`config.mk`:
```
export PLATFORM = sky130hd
export DESIGN_NAME = skew_feed
export DESIGN_NICKNAME = d
export VERILOG_FILES = /design/src/rtl/skew_feed_pkg.sv /design/src/rtl/lane_delay.sv /design/src/rtl/skew_feed.sv
export SDC_FILE = /design/constraint.sdc
export NUM_CORES = 1
export LEC_CHECK = 0
export ABC_CLOCK_PERIOD_IN_PS = 2800
export CAP_MARGIN = 20
export CORE_MARGIN = 2
export CORE_UTILIZATION = 25
export CTS_CLUSTER_DIAMETER = 80
export DETAILED_ROUTE_END_ITERATION = 10
export GPL_TIMING_DRIVEN = 1
export RECOVER_POWER = 50
export SYNTH_ARGS = -nofsm -noshare
export SYNTH_HDL_FRONTEND = slang
export SYNTH_SLANG_ARGS = --single-unit
```
`constraint.sdc`:
```
create_clock -name CLK -period 2.8 [get_ports CLK]
set_input_delay 0.56 -clock CLK [delete_from_list [all_inputs] [get_ports CLK]]
set_output_delay 0.56 -clock CLK [all_outputs]
set_load 0.03 [all_outputs]
```
`src/rtl/skew_feed_pkg.sv`:
```
// Shared types for the skewed operand feeder: FSM state encoding and
// drain-counter sizing.
package skew_feed_pkg;

  typedef enum logic [1:0] {
    IDLE,
    STREAM,
    DRAIN,
    DONE
  } state_e;

  // A one-lane array still needs a 1-bit counter so the port list stays legal.
  function automatic int cnt_width(input int m);
    return (m > 1) ? $clog2(m) : 1;
  endfunction

endpackage

```
`src/rtl/lane_delay.sv`:
```
// One lane of the skew: DEPTH-stage data+valid shift register, 1 output per
// cycle, no stall -- the line shifts every clock and clears synchronously.
module lane_delay
  import skew_feed_pkg::*;
#(
  parameter int DW    = 8,
  parameter int DEPTH = 1
) (
  input  logic          clk_i,
  input  logic          rst_ni,
  input  logic          vld_i,
  input  logic [DW-1:0] dat_i,
  output logic          vld_o,
  output logic [DW-1:0] dat_o
);

  logic [DW-1:0]    dat_q [DEPTH];
  logic [DEPTH-1:0] vld_q;

  always_ff @(posedge clk_i) begin
    if (!rst_ni) begin
      for (int k = 0; k < DEPTH; k++) dat_q[k] <= '0;
      vld_q <= '0;
    end else begin
      dat_q[0] <= dat_i;
      vld_q[0] <= vld_i;
      for (int k = 1; k < DEPTH; k++) begin
        dat_q[k] <= dat_q[k-1];
        vld_q[k] <= vld_q[k-1];
      end
    end
  end

  assign dat_o = dat_q[DEPTH-1];
  assign vld_o = vld_q[DEPTH-1];

endmodule

```
`src/rtl/skew_feed.sv`:
```
// Feeds a systolic array edge: lane i sees an accepted vector i+1 cycles later.
// in_ready only in STREAM; the array side cannot stall the delay lines.
module skew_feed
  import skew_feed_pkg::*;
#(
  parameter int M  = 3,
  parameter int DW = 8
) (
  input  logic          CLK,
  input  logic          RST_N,
  input  logic          start,
  input  logic          in_valid,
  input  logic          in_last,
  input  logic [DW-1:0] a_in [0:M-1],
  output logic          in_ready,
  output logic [DW-1:0] a_out [0:M-1],
  output logic [M-1:0]  lane_valid,
  output logic          busy,
  output logic          done
);

  localparam int            CW         = cnt_width(M);
  localparam logic [CW-1:0] DRAIN_LOAD = CW'((M > 1) ? M - 2 : 0);

  state_e        state_q, state_d;
  logic [CW-1:0] cnt_q, cnt_d;
  logic          accept;

  assign in_ready = (state_q == STREAM);
  assign accept   = in_valid & in_ready;
  assign busy     = (state_q != IDLE);
  assign done     = (state_q == DONE);

  always_ff @(posedge CLK) begin
    if (!RST_N) begin
      state_q <= IDLE;
      cnt_q   <= '0;
    end else begin
      state_q <= state_d;
      cnt_q   <= cnt_d;
    end
  end

  // DRAIN holds until the deepest lane presents the last beat, so done lines
  // up with lane M-1.
  always_comb begin
    state_d = state_q;
    cnt_d   = cnt_q;
    unique case (state_q)
      IDLE: begin
        if (start) state_d = STREAM;
      end
      STREAM: begin
        if (accept && in_last) begin
          if (M > 1) begin
            state_d = DRAIN;
            cnt_d   = DRAIN_LOAD;
          end else begin
            state_d = DONE;
          end
        end
      end
      DRAIN: begin
        if (cnt_q == '0) state_d = DONE;
        else             cnt_d   = cnt_q - CW'(1);
      end
      DONE: begin
        state_d = IDLE;
      end
      default: begin
        state_d = IDLE;
      end
    endcase
  end

  // Non-accepted cycles inject zeros so nothing stale ever reaches the array.
  for (genvar i = 0; i < M; i++) begin : g_lane
    lane_delay #(
      .DW   (DW),
      .DEPTH(i + 1)
    ) u_lane (
      .clk_i (CLK),
      .rst_ni(RST_N),
      .vld_i (accept),
      .dat_i (accept ? a_in[i] : '0),
      .vld_o (lane_valid[i]),
      .dat_o (a_out[i])
    );
  end

endmodule

```
Word-level counts from Yosys, hierarchy flattened
Memory sizes are Yosys's and may differ from the RTL's. Index checks and enable logic that the tools add are counted.

Register bits after elaboration: 10. Memory bits (writable): 48. Bits of input ports: 29. Word-level logic and storage cells: 49. Memories kept: 3.

Add/subtract/negate cells: 1. Equality and inequality tests: 7. Muxes and demuxes: 19. Bitwise operators: 6. Reductions and logical operators: 8.

Memories: g_lane[2].u_lane.dat_q (words 3, bits a word 8, read ports 3, clocked after memory_dff 0, write ports 3, line lane_delay.sv:17) `logic [DW-1:0] dat_q [DEPTH];`; g_lane[1].u_lane.dat_q (words 2, bits a word 8, read ports 2, clocked after memory_dff 0, write ports 2, line lane_delay.sv:17); g_lane[0].u_lane.dat_q (words 1, bits a word 8, read ports 1, clocked after memory_dff 0, write ports 1, line lane_delay.sv:17).

Operators by type and width (count): 8-bit two-way mux (9); 2-bit two-way mux (5); 2-bit case mux with 4 select lines (1); 8-bit OR reduction (1); 2-bit inequality test, second input constant (3); 3-bit AND reduction (2); 1-bit bitwise OR (5); 2-bit == test, second input constant (2); 2-bit logical NOT (2); 2-bit case mux with 2 select lines (1); 2-bit nonzero test (2); 1-bit two-way mux (3); 2-bit by 1-bit == test with 1-bit output, second input constant (1); 2-bit by 1-bit inequality test with 1-bit output, second input constant (1); 2-bit by 1-bit subtractor with 2-bit output, second input constant (1); 1-bit AND (1); 1-bit logical AND (1).

Logic depth before layout (Yosys ltp)
Word-level depth: 5. Depth in mapped cells: 5. Depth with buffers taken out: 5.

Cells and area by module
A second synthesis with hierarchy kept.

Cells, all modules: 190. Area total of the unflattened synthesis: 2102.0 um^2.

By module, submodules not included: lane_delay (g_lane[2].u_lane) (instances 1, cells an instance 64, area an instance 818.3 um^2, seq. area each 540.5 um^2); lane_delay (g_lane[1].u_lane) (instances 1, cells an instance 45, area an instance 561.8 um^2, seq. area each 360.3 um^2); skew_feed (instances 1, cells an instance 63, area an instance 485.5 um^2, seq. area each 80.1 um^2); lane_delay (g_lane[0].u_lane) (instances 1, cells an instance 18, area an instance 236.5 um^2, seq. area each 180.2 um^2).

Worst setup path after synthesis
No wires, ideal clock.

Path type: reg2reg. From: register state_q[1]. To: register cnt_q[1]. Library setup time: 0.117 ns. Arrival: 1.402 ns. Required time: 2.683 ns. Slack: 1.281 ns. Stages on the path, launching flop included: 6. Period minus slack after synthesis: 1.519 ns. Path through: dfxtp_1 > inv_1 > ha_1 > a21boi_2 > o21bai_1 > a32o_2.

Longest elaborated chain between the ends: 5. Elaborated cells between the ends (all ways): 9.

Ends and longest elaborated chain: from (decl) (line skew_feed.sv:25) `state_e state_q, state_d;`; from (signal assigned) (line skew_feed.sv:39) `state_q <= state_d;`; 2-bit by 1-bit == test with 1-bit output * (line skew_feed.sv:29) `assign in_ready = (state_q == STREAM);`; named net in_ready (line skew_feed.sv:15) `output logic in_ready,`; 1-bit AND (line skew_feed.sv:30) `assign accept = in_valid & in_ready;`; 1-bit logical AND (line skew_feed.sv:54) `if (accept && in_last) begin`; 2-bit by 1-bit inequality test with 1-bit output (no source line); 3-bit AND reduction (no source line); to (signal assigned) (line skew_feed.sv:40) `cnt_q <= cnt_d;`; to (decl) (line skew_feed.sv:26) `logic [CW-1:0] cnt_q, cnt_d;`.

Mark *: on every way through the listed nets, which the timed path passes. The rest lies on a longest branch. A chain may end at the register's enable or synchronous reset.

Final worst setup path
From: register state_q[0]. To: output busy.

Longest elaborated chain between the ends: 1.

Ends and longest elaborated chain: 2-bit nonzero test (line skew_feed.sv:31) `assign busy = (state_q != IDLE);`; to (decl) (line skew_feed.sv:18) `output logic busy,`.

No other way between the ends.

==> impl_metrics.toml <==
[detailed_routing]
first_pass_iters = 2
wl_mm = 2.82
vias = 1090
postRouteAntennaNets = 0
vias_per_cell = 3.61
wire_per_inst_um = 9.34
initialDrtViolationCount = 6
drc = 0

[cts]
cts_hold_buf = 0
cts_tree = "done"
clkTransAtPathRegs_ps = 100
cts-resized-gates = 0
cts_sinks = 55
htreeDepth = 2
postCtsSetupRepairBufs = 0
clock_path_buffers = 2
cts_made_buffers = 5
cts_root_buffer = "clkbuf_8"
clk_latency_ps = 300

[timing]
setup_viol = 0
max_freq_mhz = 436
slew_headroom_pct = 43.5
tightest_slew_ps = 847
slew_violations = 0
finalCritPeriodShare_pct = 82.0
setup-tns-final_ps = 0
rsz0062_at_grt = "no"
min_period_ps = 2300
finalHoldViolations = 0
fin_skew_ps = 3.91
setup_slack_ps = 504

[worst_setup_path]
crit_family = "buffers and inverters"
crit_slowest_cell = "clkdlybuf4s50_1"
path_common_cell = "inv_1"
start_kind = "register"
path_cells = "inv_1 -> ha_1 -> inv_1 -> clkdlybuf4s50_1"
critPathBufInv = 3
cp.required_ps = 2240
slowest_delay_ps = 660
path_max_fanout = 4
critPathKind = "register to primary output"
endpoint_kind = "primary output"
crit_arrival_ps = 1740

[synthesis]
syn_inst = 160
synth_top_cell_area_share_pct = 59.6
seq_area_frac_synth_pct = 59.6
ys_ff_latch = 55
synthArstFlopShare_pct = 0
ys_top_cells_by_area = "dfxtp_1 (60%), and2_1 (17%), buf_4 (7.7%)"
synth_edf_count = 0
ys.flop_type = "dfxtp_1"
ys_top_cells_by_count = "dfxtp_1 (55), and2_1 (50), buf_4 (19), ha_1 (6), inv_1 (6)"
avgSynthCellArea_um2 = 11.5
ys.warnings.count = 0
synth_most_common_cell = "dfxtp_1"
synth.distinct_cells = 22
syn_area_um2 = 1850
synth_area_leader_cell = "dfxtp_1"
synth_nets = 195

[global_route]
gr-total-overflow = 0
grt_max_degree = 27
antenna_found_initial = 0
grt_pass1_wl_mm = 4.54
grt_pass1_vias = 989
grt_use_total_pct = 7.24

[final_layout]
fin_area_um2 = 2470
multi_input_area_um2 = 512
fillers = 774
num_antenna_cells = 0
final_util_pct = 34.3
drive_gt1_share_pct = 5.91
regArea_um2 = 1100
area_growth_syn_to_layout_pct = 33.9
nNetsFinal = 237

[power]
powerDensity_nw_per_um2 = 728
p_leak_nw = 0.986
peakVddDrop_mv = 0.502
fin_total_pwr_mw = 1.80

[floorplan]
die_y_um = 90.0
num_rows = 31
chipWidth_um = 90.0
start_util_pct = 25.6
coreArea_um2 = 7210
die-area_um2 = 8090
num_io_pins = 59

[placed_design]
dp_hpwl_mm = 2.03
post_dp_cell_area_um2 = 2380
place.gp.congestion = 0.587
post-place-ws_ps = 807
io_buffers = 58

[status]
status = "finished clean"

[flow_run]
maxCapViolCount = 0

[worst_hold_path]
min_path_type = "register to register"
-- metal layers --
layer / track usage, % / share of wire, %
met5: 0 / 0
met4: 3.46 / 1.9
met3: 3.27 / 7.3
met2: 12.4 / 49
met1: 7.54 / 42
-- registers in the layout, summed over array words and instances (netlist names) --
| register | count |
|---|---|
| cnt_q | 2 |
| g_lane.u_lane.dat_q | 48 |
| g_lane.u_lane.vld_q | 3 |
| state_q | 2 |
-- stage by stage --
stage,cells,hold WS [ps]
floorplan,160,412
global placement,294,413
detailed placement,294,419
CTS,302,443
global route,302,451
finish,302,439
-- kinds of logic (layout without fill, tap and decap cells) --
logic type / count (synthesis) / count (layout) / synth area share, %
compound gates: 8 / 8 / 4.95
buf+inv: 32 / 75 / 11.2
flops: 55 / 55 / 59.6
mux: 2 / 2 / 1.08
fa+ha+maj: 6 / 6 / 4.06
simple gates: 57 / 57 / 19.0
-- cell type report --
cell class                      instances  share of cell area (%)
Sequential cell                        55                    44.5
Inverter                                8                    1.21
Timing Repair Buffer                   59                    23.6
Tap cell                               99                    5.01
Clock inverter                          2                    1.57
Clock buffer                            6                    3.34
Multi-Input combinational cell         73                    20.7
-- power breakdown --
group / switching (mW) / leakage, nW / total [mW] / internal [mW]
clock network: 0.251 / 0.0618 / 0.545 / 0.294
logic: 0.210 / 0.480 / 0.389 / 0.179
registers: 0.0250 / 0.445 / 0.864 / 0.840
-- path summary, 6_finish.rpt --
kind                                                               from  cells after the start  slack [ps]                                        to
worst max-delay path                            state_q[0]$_SDFFE_PN0P_                      4         500                                      busy
worst min-delay path            g_lane[1].u_lane.dat_q[0][7]$_SDFF_PN0_                      1         440  g_lane[1].u_lane.dat_q[0][15]$_SDFF_PN0_
worst max register to register                  state_q[1]$_SDFFE_PN0P_                      5        1090                   state_q[0]$_SDFFE_PN0P_
worst min register to register  g_lane[1].u_lane.dat_q[0][7]$_SDFF_PN0_                      1         440  g_lane[1].u_lane.dat_q[0][15]$_SDFF_PN0_
-- cells in the final DEF (no fill, tap or decap) --
master	count
a21boi_0	1
a21oi_1	1
a221oi_1	1
a32o_2	1
and2_0	7
and2_1	43
and3_1	1
bufinv_16	1
clkbuf_1	1
clkbuf_8	6
clkdlybuf4s50_1	57
dfxtp_1	55
dlygate4sd3_1	1
ha_1	6
inv_1	6
inv_2	2
inv_6	1
mux2i_1	2
nand2_1	4
nand3_1	1
nand3b_1	1
o21ai_0	1
o21bai_1	1
o311ai_0	1
o41ai_2	1
Note: power is estimated with default switching activity, not from simulation.
